==> config.mk <==
export PLATFORM = sky130hd
export DESIGN_NAME = ahb_master_arbiter_flat
export DESIGN_NICKNAME = d
export VERILOG_FILES = /design/src/rtl/ahb_master_arbiter_if.sv /design/src/rtl/ahb_master_arbiter.sv /design/src/flat_wrapper.sv
export SDC_FILE = /design/constraint.sdc
export NUM_CORES = 1
export LEC_CHECK = 0
export ABC_AREA = 1
export CORE_AREA = 4 4 112 114
export CTS_BUF_LIST = sky130_fd_sc_hd__clkbuf_8
export DETAILED_ROUTE_END_ITERATION = 8
export DIE_AREA = 0 0 116 118
export PLACE_DENSITY_LB_ADDON = 0.25
export SETUP_SLACK_MARGIN = 0.1
export SYNTH_ARGS = -nofsm -noshare
export SYNTH_HDL_FRONTEND = slang
export SYNTH_SLANG_ARGS = --single-unit
==> constraint.sdc <==
create_clock -name hclk -period 2.8 [get_ports hclk]
set_input_delay 0.56 -clock hclk [delete_from_list [all_inputs] [get_ports hclk]]
set_output_delay 0.56 -clock hclk [all_outputs]
set_load 0.005 [all_outputs]
==> src/rtl/ahb_master_arbiter_if.sv <==
// Bundle of the per-master request/address/data lines and the muxed slave-side bus
// seen by the round-robin AHB-Lite master arbiter.
interface ahb_master_arbiter_if #(
   parameter int N_MASTERS = 3,
   parameter int MW        = 2
);
   logic                      hready;
   logic [N_MASTERS-1:0]      hbusreq;
   logic [N_MASTERS-1:0]      hlock;
   logic [2*N_MASTERS-1:0]    htrans_i;
   logic [32*N_MASTERS-1:0]   haddr_i;
   logic [N_MASTERS-1:0]      hwrite_i;
   logic [3*N_MASTERS-1:0]    hsize_i;
   logic [32*N_MASTERS-1:0]   hwdata_i;

   logic [N_MASTERS-1:0]      hgrant;
   logic [MW-1:0]             hmaster;
   logic [MW-1:0]             hmaster_data;
   logic [1:0]                htrans;
   logic [31:0]               haddr;
   logic                      hwrite;
   logic [2:0]                hsize;
   logic [31:0]               hwdata;

   // The arbiter sits on the slave side of this bundle: it consumes requests.
   modport slave (
      input  hready, hbusreq, hlock, htrans_i, haddr_i, hwrite_i, hsize_i, hwdata_i,
      output hgrant, hmaster, hmaster_data, htrans, haddr, hwrite, hsize, hwdata
   );

   modport master (
      output hready, hbusreq, hlock, htrans_i, haddr_i, hwrite_i, hsize_i, hwdata_i,
      input  hgrant, hmaster, hmaster_data, htrans, haddr, hwrite, hsize, hwdata
   );
endinterface

==> src/rtl/ahb_master_arbiter.sv <==
// Round-robin AHB-Lite master arbiter: registered grant, address mux by address-phase
// owner, write-data mux by data-phase owner; ownership moves only on transfer boundaries.
module ahb_master_arbiter #(
   parameter int N_MASTERS  = 3,
   parameter int MW         = 2,
   parameter int DEF_MASTER = 0,
   parameter int MAX_HOLD   = 16
) (
   input  logic               hclk,
   input  logic               hreset,
   ahb_master_arbiter_if.slave bus
);
   localparam int              HW       = $clog2(MAX_HOLD);
   localparam logic [1:0]      TR_IDLE  = 2'b00;
   localparam logic [1:0]      TR_SEQ   = 2'b11;
   localparam logic [MW-1:0]   DEF_IDX  = MW'(DEF_MASTER);
   localparam logic [HW-1:0]   HOLD_MAX = HW'(MAX_HOLD - 1);

   typedef enum logic [1:0] {
      ST_PARK   = 2'd0,
      ST_OWNED  = 2'd1,
      ST_LOCKED = 2'd2
   } state_t;

   state_t                r_state;
   state_t                w_state_next;
   logic [MW-1:0]         r_owner;
   logic [MW-1:0]         w_owner_next;
   logic [MW-1:0]         r_owner_data;
   logic [MW-1:0]         w_owner_data_next;
   logic [N_MASTERS-1:0]  r_grant;
   logic [N_MASTERS-1:0]  w_grant_next;
   logic [HW-1:0]         r_hold_cnt;
   logic [HW-1:0]         w_hold_next;
   logic [MW-1:0]         r_rr_ptr;
   logic [MW-1:0]         w_rr_next;

   logic [1:0]            w_trans [N_MASTERS];
   logic [31:0]           w_addr  [N_MASTERS];
   logic                  w_write [N_MASTERS];
   logic [2:0]            w_size  [N_MASTERS];
   logic [31:0]           w_wdata [N_MASTERS];

   generate
      for (genvar gi = 0; gi < N_MASTERS; gi++) begin : g_unpack
         assign w_trans[gi] = bus.htrans_i[2*gi +: 2];
         assign w_addr[gi]  = bus.haddr_i[32*gi +: 32];
         assign w_write[gi] = bus.hwrite_i[gi];
         assign w_size[gi]  = bus.hsize_i[3*gi +: 3];
         assign w_wdata[gi] = bus.hwdata_i[32*gi +: 32];
      end
   endgenerate

   // Returns {found, index} of the first requester strictly after base, base itself last.
   function automatic logic [MW:0] f_pick(input logic [MW-1:0] base,
                                          input logic [N_MASTERS-1:0] req);
      logic [MW:0]   res;
      logic [MW:0]   sum;
      logic [MW-1:0] idx;
      res = '0;
      for (int off = N_MASTERS; off >= 1; off--) begin
         sum = {1'b0, base} + (MW+1)'(off);
         if (sum >= (MW+1)'(N_MASTERS)) begin
            sum = sum - (MW+1)'(N_MASTERS);
         end
         idx = sum[MW-1:0];
         if (req[idx]) begin
            res = {1'b1, idx};
         end
      end
      return res;
   endfunction

   logic [1:0]            w_owner_trans;
   logic                  w_boundary;
   logic                  w_owner_req;
   logic                  w_owner_lock;
   logic [N_MASTERS-1:0]  w_owner_mask;
   logic                  w_others_req;
   logic                  w_hold_sat;
   logic                  w_stay_locked;
   logic                  w_rearb;
   logic [MW:0]           w_pick_park;
   logic [MW:0]           w_pick_owned;

   assign w_owner_trans = w_trans[r_owner];
   assign w_boundary    = bus.hready && (w_owner_trans != TR_SEQ);
   assign w_owner_req   = bus.hbusreq[r_owner];
   assign w_owner_lock  = bus.hlock[r_owner];
   assign w_owner_mask  = N_MASTERS'(1) << r_owner;
   assign w_others_req  = |(bus.hbusreq & ~w_owner_mask);
   assign w_hold_sat    = (r_hold_cnt >= HOLD_MAX);
   assign w_pick_park   = f_pick(r_rr_ptr, bus.hbusreq);
   assign w_pick_owned  = f_pick(r_owner, bus.hbusreq);

   // A locked owner keeps the bus until it drops hlock on a boundary; that same edge
   // then falls through to the normal owned-state rules.
   assign w_stay_locked = (r_state == ST_LOCKED) && !(w_boundary && !w_owner_lock);
   assign w_rearb       = w_boundary && (!w_owner_req || (w_hold_sat && w_others_req));

   always_comb begin
      w_state_next      = r_state;
      w_owner_next      = r_owner;
      w_owner_data_next = r_owner_data;
      w_hold_next       = r_hold_cnt;
      w_rr_next         = r_rr_ptr;
      if (bus.hready) begin
         w_owner_data_next = r_owner;
         case (r_state)
            ST_PARK: begin
               w_hold_next = '0;
               if (w_pick_park[MW]) begin
                  w_owner_next = w_pick_park[MW-1:0];
                  w_state_next = bus.hlock[w_pick_park[MW-1:0]] ? ST_LOCKED : ST_OWNED;
               end else begin
                  w_owner_next = DEF_IDX;
               end
            end
            ST_OWNED, ST_LOCKED: begin
               if (!w_stay_locked) begin
                  if (w_boundary && w_owner_lock) begin
                     w_state_next = ST_LOCKED;
                  end else begin
                     w_state_next = ST_OWNED;
                     if (w_rearb) begin
                        w_hold_next = '0;
                        if (w_pick_owned[MW]) begin
                           w_owner_next = w_pick_owned[MW-1:0];
                        end else begin
                           w_owner_next = DEF_IDX;
                           w_state_next = ST_PARK;
                        end
                     end else if (!w_hold_sat) begin
                        w_hold_next = r_hold_cnt + 1'b1;
                     end
                  end
               end
            end
            default: begin
               w_state_next = ST_PARK;
               w_owner_next = DEF_IDX;
               w_hold_next  = '0;
            end
         endcase
      end
      if (w_owner_next != r_owner) begin
         w_rr_next = w_owner_next;
      end
   end

   assign w_grant_next = N_MASTERS'(1) << w_owner_next;

   always_ff @(posedge hclk) begin
      if (hreset) begin
         r_state      <= ST_PARK;
         r_owner      <= DEF_IDX;
         r_owner_data <= DEF_IDX;
         r_grant      <= N_MASTERS'(1) << DEF_IDX;
         r_hold_cnt   <= '0;
         r_rr_ptr     <= DEF_IDX;
      end else begin
         r_state      <= w_state_next;
         r_owner      <= w_owner_next;
         r_owner_data <= w_owner_data_next;
         r_grant      <= w_grant_next;
         r_hold_cnt   <= w_hold_next;
         r_rr_ptr     <= w_rr_next;
      end
   end

   logic w_park_idle;
   assign w_park_idle = (r_state == ST_PARK) && !w_owner_req;

   assign bus.hgrant       = r_grant;
   assign bus.hmaster      = r_owner;
   assign bus.hmaster_data = r_owner_data;
   assign bus.htrans       = w_park_idle ? TR_IDLE : w_owner_trans;
   assign bus.haddr        = w_addr[r_owner];
   assign bus.hwrite       = w_write[r_owner];
   assign bus.hsize        = w_size[r_owner];
   assign bus.hwdata       = w_wdata[r_owner_data];

   a_grant_onehot: assert property (@(posedge hclk) disable iff (hreset)
      $onehot(bus.hgrant));
   a_owner_range: assert property (@(posedge hclk) disable iff (hreset)
      (int'(bus.hmaster) < N_MASTERS));
   a_stall_freeze: assert property (@(posedge hclk) disable iff (hreset)
      !bus.hready |=> ($stable(bus.hgrant) && $stable(bus.hmaster_data)));
endmodule
==> src/flat_wrapper.sv <==
// flat-port wrapper written by rule: the top's interface ports become plain ports
module ahb_master_arbiter_flat 
#(
   parameter int N_MASTERS  = 3,
   parameter int MW         = 2,
   parameter int DEF_MASTER = 0,
   parameter int MAX_HOLD   = 16
)
  (hclk, hreset, bus_hready, bus_hbusreq, bus_hlock, bus_htrans_i, bus_haddr_i, bus_hwrite_i, bus_hsize_i, bus_hwdata_i, bus_hgrant, bus_hmaster, bus_hmaster_data, bus_htrans, bus_haddr, bus_hwrite, bus_hsize, bus_hwdata);
  ahb_master_arbiter_if #(.N_MASTERS(N_MASTERS), .MW(MW)) bus_i ();
  input  logic hclk;
  input  logic hreset;
  input wire logic [$bits(bus_i.hready)-1:0] bus_hready;
  input wire logic [$bits(bus_i.hbusreq)-1:0] bus_hbusreq;
  input wire logic [$bits(bus_i.hlock)-1:0] bus_hlock;
  input wire logic [$bits(bus_i.htrans_i)-1:0] bus_htrans_i;
  input wire logic [$bits(bus_i.haddr_i)-1:0] bus_haddr_i;
  input wire logic [$bits(bus_i.hwrite_i)-1:0] bus_hwrite_i;
  input wire logic [$bits(bus_i.hsize_i)-1:0] bus_hsize_i;
  input wire logic [$bits(bus_i.hwdata_i)-1:0] bus_hwdata_i;
  output wire logic [$bits(bus_i.hgrant)-1:0] bus_hgrant;
  output wire logic [$bits(bus_i.hmaster)-1:0] bus_hmaster;
  output wire logic [$bits(bus_i.hmaster_data)-1:0] bus_hmaster_data;
  output wire logic [$bits(bus_i.htrans)-1:0] bus_htrans;
  output wire logic [$bits(bus_i.haddr)-1:0] bus_haddr;
  output wire logic [$bits(bus_i.hwrite)-1:0] bus_hwrite;
  output wire logic [$bits(bus_i.hsize)-1:0] bus_hsize;
  output wire logic [$bits(bus_i.hwdata)-1:0] bus_hwdata;
  assign bus_i.hready = bus_hready;
  assign bus_i.hbusreq = bus_hbusreq;
  assign bus_i.hlock = bus_hlock;
  assign bus_i.htrans_i = bus_htrans_i;
  assign bus_i.haddr_i = bus_haddr_i;
  assign bus_i.hwrite_i = bus_hwrite_i;
  assign bus_i.hsize_i = bus_hsize_i;
  assign bus_i.hwdata_i = bus_hwdata_i;
  assign bus_hgrant = bus_i.hgrant;
  assign bus_hmaster = bus_i.hmaster;
  assign bus_hmaster_data = bus_i.hmaster_data;
  assign bus_htrans = bus_i.htrans;
  assign bus_haddr = bus_i.haddr;
  assign bus_hwrite = bus_i.hwrite;
  assign bus_hsize = bus_i.hsize;
  assign bus_hwdata = bus_i.hwdata;
  ahb_master_arbiter #(.N_MASTERS(N_MASTERS), .MW(MW), .DEF_MASTER(DEF_MASTER), .MAX_HOLD(MAX_HOLD)) u_core (.hclk(hclk), .hreset(hreset), .bus(bus_i));
endmodule
==> results.py, run 1 <==
metrics = {
    "run_status": {
        "status": "finished, final reports clean",
    },
    "clocking": {
        "clockBufferDepth": 2,
        "path_clk_slew_ps": 60,
        "ctsHoldBuffers": 0,
        "cts_root_buffer": "clkbuf_8",
        "numClockSinks": 15,
        "cts_made_buffers": 3,
        "post_cts_buffers": 0,
        "clk_latency_ps": 240,
        "ctsHtreeMaxLevel": 1,
        "cts_tree": "done",
    },
    "drt": {
        "drt_iter0_markers": 294,
        "via_count": 4665,
        "drtAntennaViolNets": 0,
        "avgViaCountPerCell": 4.844,
        "drc_errors": 0,
        "wl_per_cell_um": 16.82,
        "firstDrtPassIters": 4,
        "wl_mm": 16.20,
    },
    "timing": {
        "fin_hold_ws_ps": 502.0,
        "slew_headroom": 0.7444,
        "fmax_mhz": 391.3,
        "drv_slew": 0,
        "post-route-period-util": 0.9127,
        "hold_viol_final": 0,
        "worst_pin_slew_ps": 380.5,
        "fin_skew_ps": 1.062,
        "rsz0062_at_grt": "no",
        "finalWorstSetupSlack_ps": 244.4,
        "final.min_clock_period_ps": 2556,
        "finalSetupTns_ps": 0,
        "setup_violations": 0,
    },
    "pwr": {
        "p_leak_nw": 2.405,
        "p_switching_mw": 1.644,
        "p_clk_frac": 0.049,
        "comb_power_share": 0.859,
        "seq_power_share": 0.092,
        "switching_share": 0.4628,
        "p_total_mw": 3.553,
        "vdd_drop_max_mv": 0.4879,
        "internal-power_mw": 1.909,
        "p_per_area_nw_per_um2": 587.1,
    },
    "global_route": {
        "grt_use_total": 0.2182,
        "grt_first_pass_wirelength_mm": 24.25,
        "overflow": 0,
        "antenna_found_initial": 11,
        "grt_pass1_vias": 4589,
        "grt_max_degree": 56,
    },
    "synthesis": {
        "synth_edf_count": 0,
        "synth_top_area_cell": "nor2_1",
        "synth_cell_type_count": 33,
        "synth_ff_type": "dfxtp_1",
        "synth_most_common_cell": "nor2_1",
        "ys_warn_count": 0,
        "netlist_top_cells_area": "nor2_1 15%, nand2_1 14%, o21ai_0 14%, dfxtp_1 11%, nand3_1 9.5%",
        "synth_top_area_share": 0.1530,
        "synthCells": 538,
        "syn_avg_cell_area_um2": 5.289,
        "synth_nets": 770,
        "ys_ff_latch": 15,
        "synthTopCellsByCount": "116 x nor2_1, 109 x nand2_1, 77 x o21ai_0, 54 x nand3_1, 32 x o31ai_1",
        "seq_area_frac_synth": 0.1055,
        "syn_area_um2": 2845,
        "async_reset_ff_frac": 0,
    },
    "floorplan": {
        "pin_count": 296,
        "floorplan.initialDensity": 0.2492,
        "dieArea_um2": 13690,
        "die_x_um": 116,
        "rows": 39,
        "die_h_um": 118,
        "coreArea_um2": 11420,
    },
    "critical_path": {
        "cp-start-kind": "flip-flop",
        "path_common_cell": "buf_12",
        "worstSetupPathType": "flip-flop to output pin",
        "cp_cell_sequence": "buf_12 -> nor2_4 -> buf_12 -> nand2_1 -> o21ai_0 -> clkdlybuf4s50_1",
        "worstPathArrival_ps": 2000,
        "cp_slowest_cell": "clkdlybuf4s50_1",
        "regToRegStartpoint": "u_core.bus.hmaster[0]",
        "crit_path_start": "u_core.bus.hmaster[0]",
        "reg2reg_slack_ps": 420,
        "critPathMaxStageDelay_ps": 580,
        "crit_fanout": 48,
        "cp.required_ps": 2240,
        "end_kind": "output pin",
    },
    "placement": {
        "dpl_cell_area_um2": 5974,
        "dp.cells": 954,
        "io_buffers": 295,
        "hpwl_mm": 13.50,
        "place_congestion": 0.9720,
        "dpl_worst_slack_ps": 130.5,
    },
    "cells_and_area": {
        "syn2layout_area_growth_pct": 112.7,
        "fin_cells": 963,
        "drive_above_1_share": 0.06380,
        "fin_util": 0.5300,
        "fin_nets": 1048,
        "finalInstanceArea_um2": 6052,
    },
    "flow_run": {
        "drv_cap": 0,
    },
    "hold_path": {
        "worstHoldPathType": "flip-flop to flip-flop",
        "hold_start": "u_core.r_state[0]",
    },
}
[logic make-up after synthesis]
family / share of synthesized area
adder cells (fa/ha/maj): 0.05717
AND/OR/NAND/NOR: 0.4719
AO/OA/AOI/OAI: 0.2608
flip-flops: 0.1055
buffers and inverters: 0.1047
[metal layers]
metal / track usage / wire [um] / up-vias
li1: - / - / 2356
met1: 0.2419 / 5885 / 2042
met2: 0.3885 / 7899 / 219
met3: 0.09614 / 2000 / 36
met4: 0.03191 / 324 / 12
met5: 0 / 87 / -
[registers in the layout, indices dropped and copies added, names as in the netlist]
| signal | cells |
|---|---|
| u_core.r_state | 2 |
| u_core.r_rr_ptr | 2 |
| u_core.bus.hmaster_data | 2 |
| u_core.bus.hgrant | 3 |
| u_core.r_hold_cnt | 4 |
| u_core.bus.hmaster | 2 |
[cell type report]
cell class | instances | area, um2
diodes | 5 | 12.51
clock buffers | 3 | 41.29
clock inverters | 1 | 5.005
fillers | 1097 | 5366
inverters | 35 | 133.9
multi-input cells | 451 | 2250
flip-flops and latches | 15 | 302.8
well taps | 143 | 178.9
repair buffers | 310 | 3128
[power by group through the flow]
| stage | Sequential, mW | Combinational [mW] | Clock [mW] |
|---|---|---|---|
| 4_1_cts | 0.325 | 3.05 | 0.177 |
| 3_3_place_gp | 0.327 | 2.98 | 0 |
| 3_5_place_dp | 0.329 | 3.03 | 0 |
| 5_1_grt | 0.335 | 3.36 | 0.185 |
| 2_1_floorplan | 0.319 | 1.49 | 0 |
| 6_report | 0.326 | 3.05 | 0.174 |
[worst paths after layout]
check / cells past startpoint / to
worst max-delay path: 6 / bus_haddr[12]
worst min-delay path: 2 / u_core.r_state[0]
worst max register to register: 17 / u_core.r_rr_ptr[1]
worst min register to register: 2 / u_core.r_state[0]
[timing repair]
item | CTS | global route
gates resized for setup | 0 | 8
endpoints found under the setup margin | 0 | 18
endpoints found under the hold margin | 0 | 0
[worst max-delay path: cells and delay by family, from the launching register on]
| kind | cells | cell delay (ps) |
|---|---|---|
| compound gates | 1 | 150 |
| flops | 1 | 340 |
| simple gates | 2 | 260 |
| buf+inv | 3 | 990 |
[cells in the final DEF (no fill, tap or decap), types with 8 or more instances in the layout]
cell type,instances
nor3_1,8
nand2_1,109
inv_2,10
dfxtp_1,13
nor2_1,116
nand3_1,54
buf_4,9
clkdlybuf4s50_1,293
inv_1,24
a21oi_1,9
ha_1,12
o31ai_1,32
o21ai_0,77
Note: power is estimated with default switching activity, not from simulation.
==> inputs of run 2 (changes only) <==
Settings changed: CORE_AREA 4 4 112 114 to 2 2 116 118, DIE_AREA 0 0 116 118 to 0 0 118 120, GPL_ROUTABILITY_DRIVEN set to 0.
==> run 2 against run 1 <==
Net effect:
- die area increased by 3.4%
- power decreased by 0.95%
- setup slack got worse by 35 ps
- hold slack got worse by 11 ps
- core utilization decreased by 5.8 points
- clock power decreased by 3%
- clock-buffer cell count unchanged
- via count decreased by 2.6%
- critical path type is now input port to output pin
- critical endpoint is now bus_htrans[1]
- highest routed layer unchanged
==> results.py, run 2 (synthesized netlist as in run 1, its figures left out) <==
metrics = {
    "run_status": {
        "status": "finished, final reports clean",
    },
    "global_route": {
        "grt_first_pass_wirelength_mm": 23.12,
        "grt_pass1_vias": 4398,
        "grt_max_degree": 67,
        "grt_use_total": 0.2011,
        "overflow": 0,
        "antenna_found_initial": 2,
    },
    "pwr": {
        "p_clk_frac": 0.048,
        "p_per_area_nw_per_um2": 574.7,
        "vdd_drop_max_mv": 0.2319,
        "switching_share": 0.4530,
        "internal-power_mw": 1.925,
        "p_leak_nw": 2.422,
        "p_switching_mw": 1.594,
        "comb_power_share": 0.860,
        "seq_power_share": 0.092,
    },
    "cells_and_area": {
        "mostFrequentLayoutCell": "clkdlybuf4s50_1",
        "layout_common_cells": "295 x clkdlybuf4s50_1, 116 x nor2_1, 109 x nand2_1, 77 x o21ai_0, 53 x nand3_1",
        "n_fill_cell": 1368,
        "seqCellArea_um2": 302.8,
        "syn2layout_area_growth_pct": 115.2,
        "fin_nets": 1053,
        "multi_input_area_um2": 2252,
        "largest_reg_flops": 4,
        "top_register": "u_core.r_hold_cnt",
        "drive_above_1_share": 0.06829,
    },
    "floorplan": {
        "rows": 42,
        "floorplan.initialDensity": 0.2192,
        "die_x_um": 118,
        "dieArea_um2": 14160,
        "die_h_um": 120,
        "coreArea_um2": 12980,
        "pin_count": 296,
    },
    "clocking": {
        "cts_made_buffers": 3,
        "clockBufferDepth": 2,
        "post_cts_buffers": 0,
        "ctsHoldBuffers": 0,
        "post_cts_resized": 0,
        "numClockSinks": 15,
        "ctsHtreeMaxLevel": 1,
        "cts_tree": "done",
        "cts_root_buffer": "clkbuf_8",
        "clk_latency_ps": 240,
        "path_clk_slew_ps": 60,
    },
    "timing": {
        "slew_headroom": 0.6359,
        "finalSetupTns_ps": 0,
        "drv_slew": 0,
        "final.min_clock_period_ps": 2590,
        "setup_violations": 0,
        "fin_hold_ws_ps": 491.3,
        "hold_viol_final": 0,
        "worst_pin_slew_ps": 542.0,
        "post-route-period-util": 0.9251,
        "rsz0062_at_grt": "no",
        "fmax_mhz": 386.1,
        "fin_skew_ps": 2.877,
    },
    "hold_path": {
        "worstHoldPathType": "flip-flop to flip-flop",
        "hold_start": "u_core.r_state[0]",
        "whs_path_depth": 2,
    },
    "critical_path": {
        "r2r_cells": 16,
        "worst-path-stages": 8,
        "reg2reg_slack_ps": 420,
        "cp-start-kind": "input port",
        "end_kind": "output pin",
        "crit_fanout": 2,
        "cp_cell_sequence": "clkdlybuf4s50_1 -> inv_2 -> nand2_1 -> nand3_1 -> nand3_2 -> nand2_1 -> inv_1 -> clkdlybuf4s50_1",
        "critPathMaxStageDelay_ps": 510,
        "path_delay_family": "buffers and inverters",
        "worstPathArrival_ps": 2030,
        "critPathBufInv": 4,
        "cp_slowest_cell": "clkdlybuf4s50_1",
        "crit_path_start": "bus_hbusreq[1]",
        "regToRegStartpoint": "u_core.r_rr_ptr[0]",
        "cp.required_ps": 2240,
        "worstSetupPathType": "input port to output pin",
    },
    "drt": {
        "drtAntennaViolNets": 0,
        "wl_mm": 14.84,
        "avgViaCountPerCell": 4.558,
        "via_count": 4544,
        "drc_errors": 0,
        "drt_iter0_markers": 276,
        "firstDrtPassIters": 4,
        "wl_per_cell_um": 14.88,
    },
    "flow_run": {
        "drv_cap": 0,
    },
    "placement": {
        "io_buffers": 295,
        "hpwl_mm": 12.17,
    },
}
-- run 2: changes by cell type in the layout (fill, tap and decap cells not counted), sizes merged --
cell and delta:
diode -4, inv +1, buf +5, dlymetal6s2s -2, clkinv -1, clkdlybuf4s50 +2
-- run 2: worst reg2reg max path, delay by kind of cell (launching register included) --
kind                     cells  cell delay (ps)
AO/OA/AOI/OAI                1               70
adder cells (fa/ha/maj)      1              480
buffers and inverters        2              170
flip-flops                   1              430
AND/OR/NAND/NOR             12             1110
-- run 2: per-stage QoR --
stage | utilization | std cells | setup WS, ps | total power, mW | area, um2
floorplan | - | 538 | 196.4 | 1.807 | 2845
finish | 0.4718 | 997 | 209.9 | 3.519 | 6123
global placement | 0.4673 | 992 | 136.4 | 3.349 | 6066
detailed placement | 0.4673 | 992 | 133.6 | 3.359 | 6066
global route | 0.4716 | 996 | 100.2 | 3.900 | 6121
CTS | 0.4708 | 996 | 133.9 | 3.545 | 6111
-- run 2: worst paths after layout --
check	endpoint
setup / recovery	bus_htrans[1]
setup reg to reg	u_core.r_rr_ptr[1]
hold / removal	u_core.r_state[0]
hold reg to reg	u_core.r_state[0]
-- run 2: area by class of cell --
class,instances,area share
Clock inverter,1,0.0006130
Tap cell,176,0.03596
Inverter,35,0.02145
Timing Repair Buffer,315,0.5176
Clock buffer,3,0.006743
Multi-Input combinational cell,451,0.3678
Antenna cell,1,0.0004087
Sequential cell,15,0.04945
-- run 2: per-layer routing --
layer | track usage | routed length, um
met3 | 0.05181 | 1150
met4 | 0.04443 | 320
met1 | 0.2417 | 6185
met5 | 0 | 15
met2 | 0.3594 | 7168
-- run 2: power groups by stage --
stage / clock network, mW / registers (mW) / logic (mW)
after global placement: 0 / 0.327 / 3.02
after global routing: 0.187 / 0.332 / 3.38
after detailed placement: 0 / 0.328 / 3.03
final: 0.168 / 0.324 / 3.03
after floorplan: 0 / 0.319 / 1.49
after CTS: 0.175 / 0.324 / 3.05
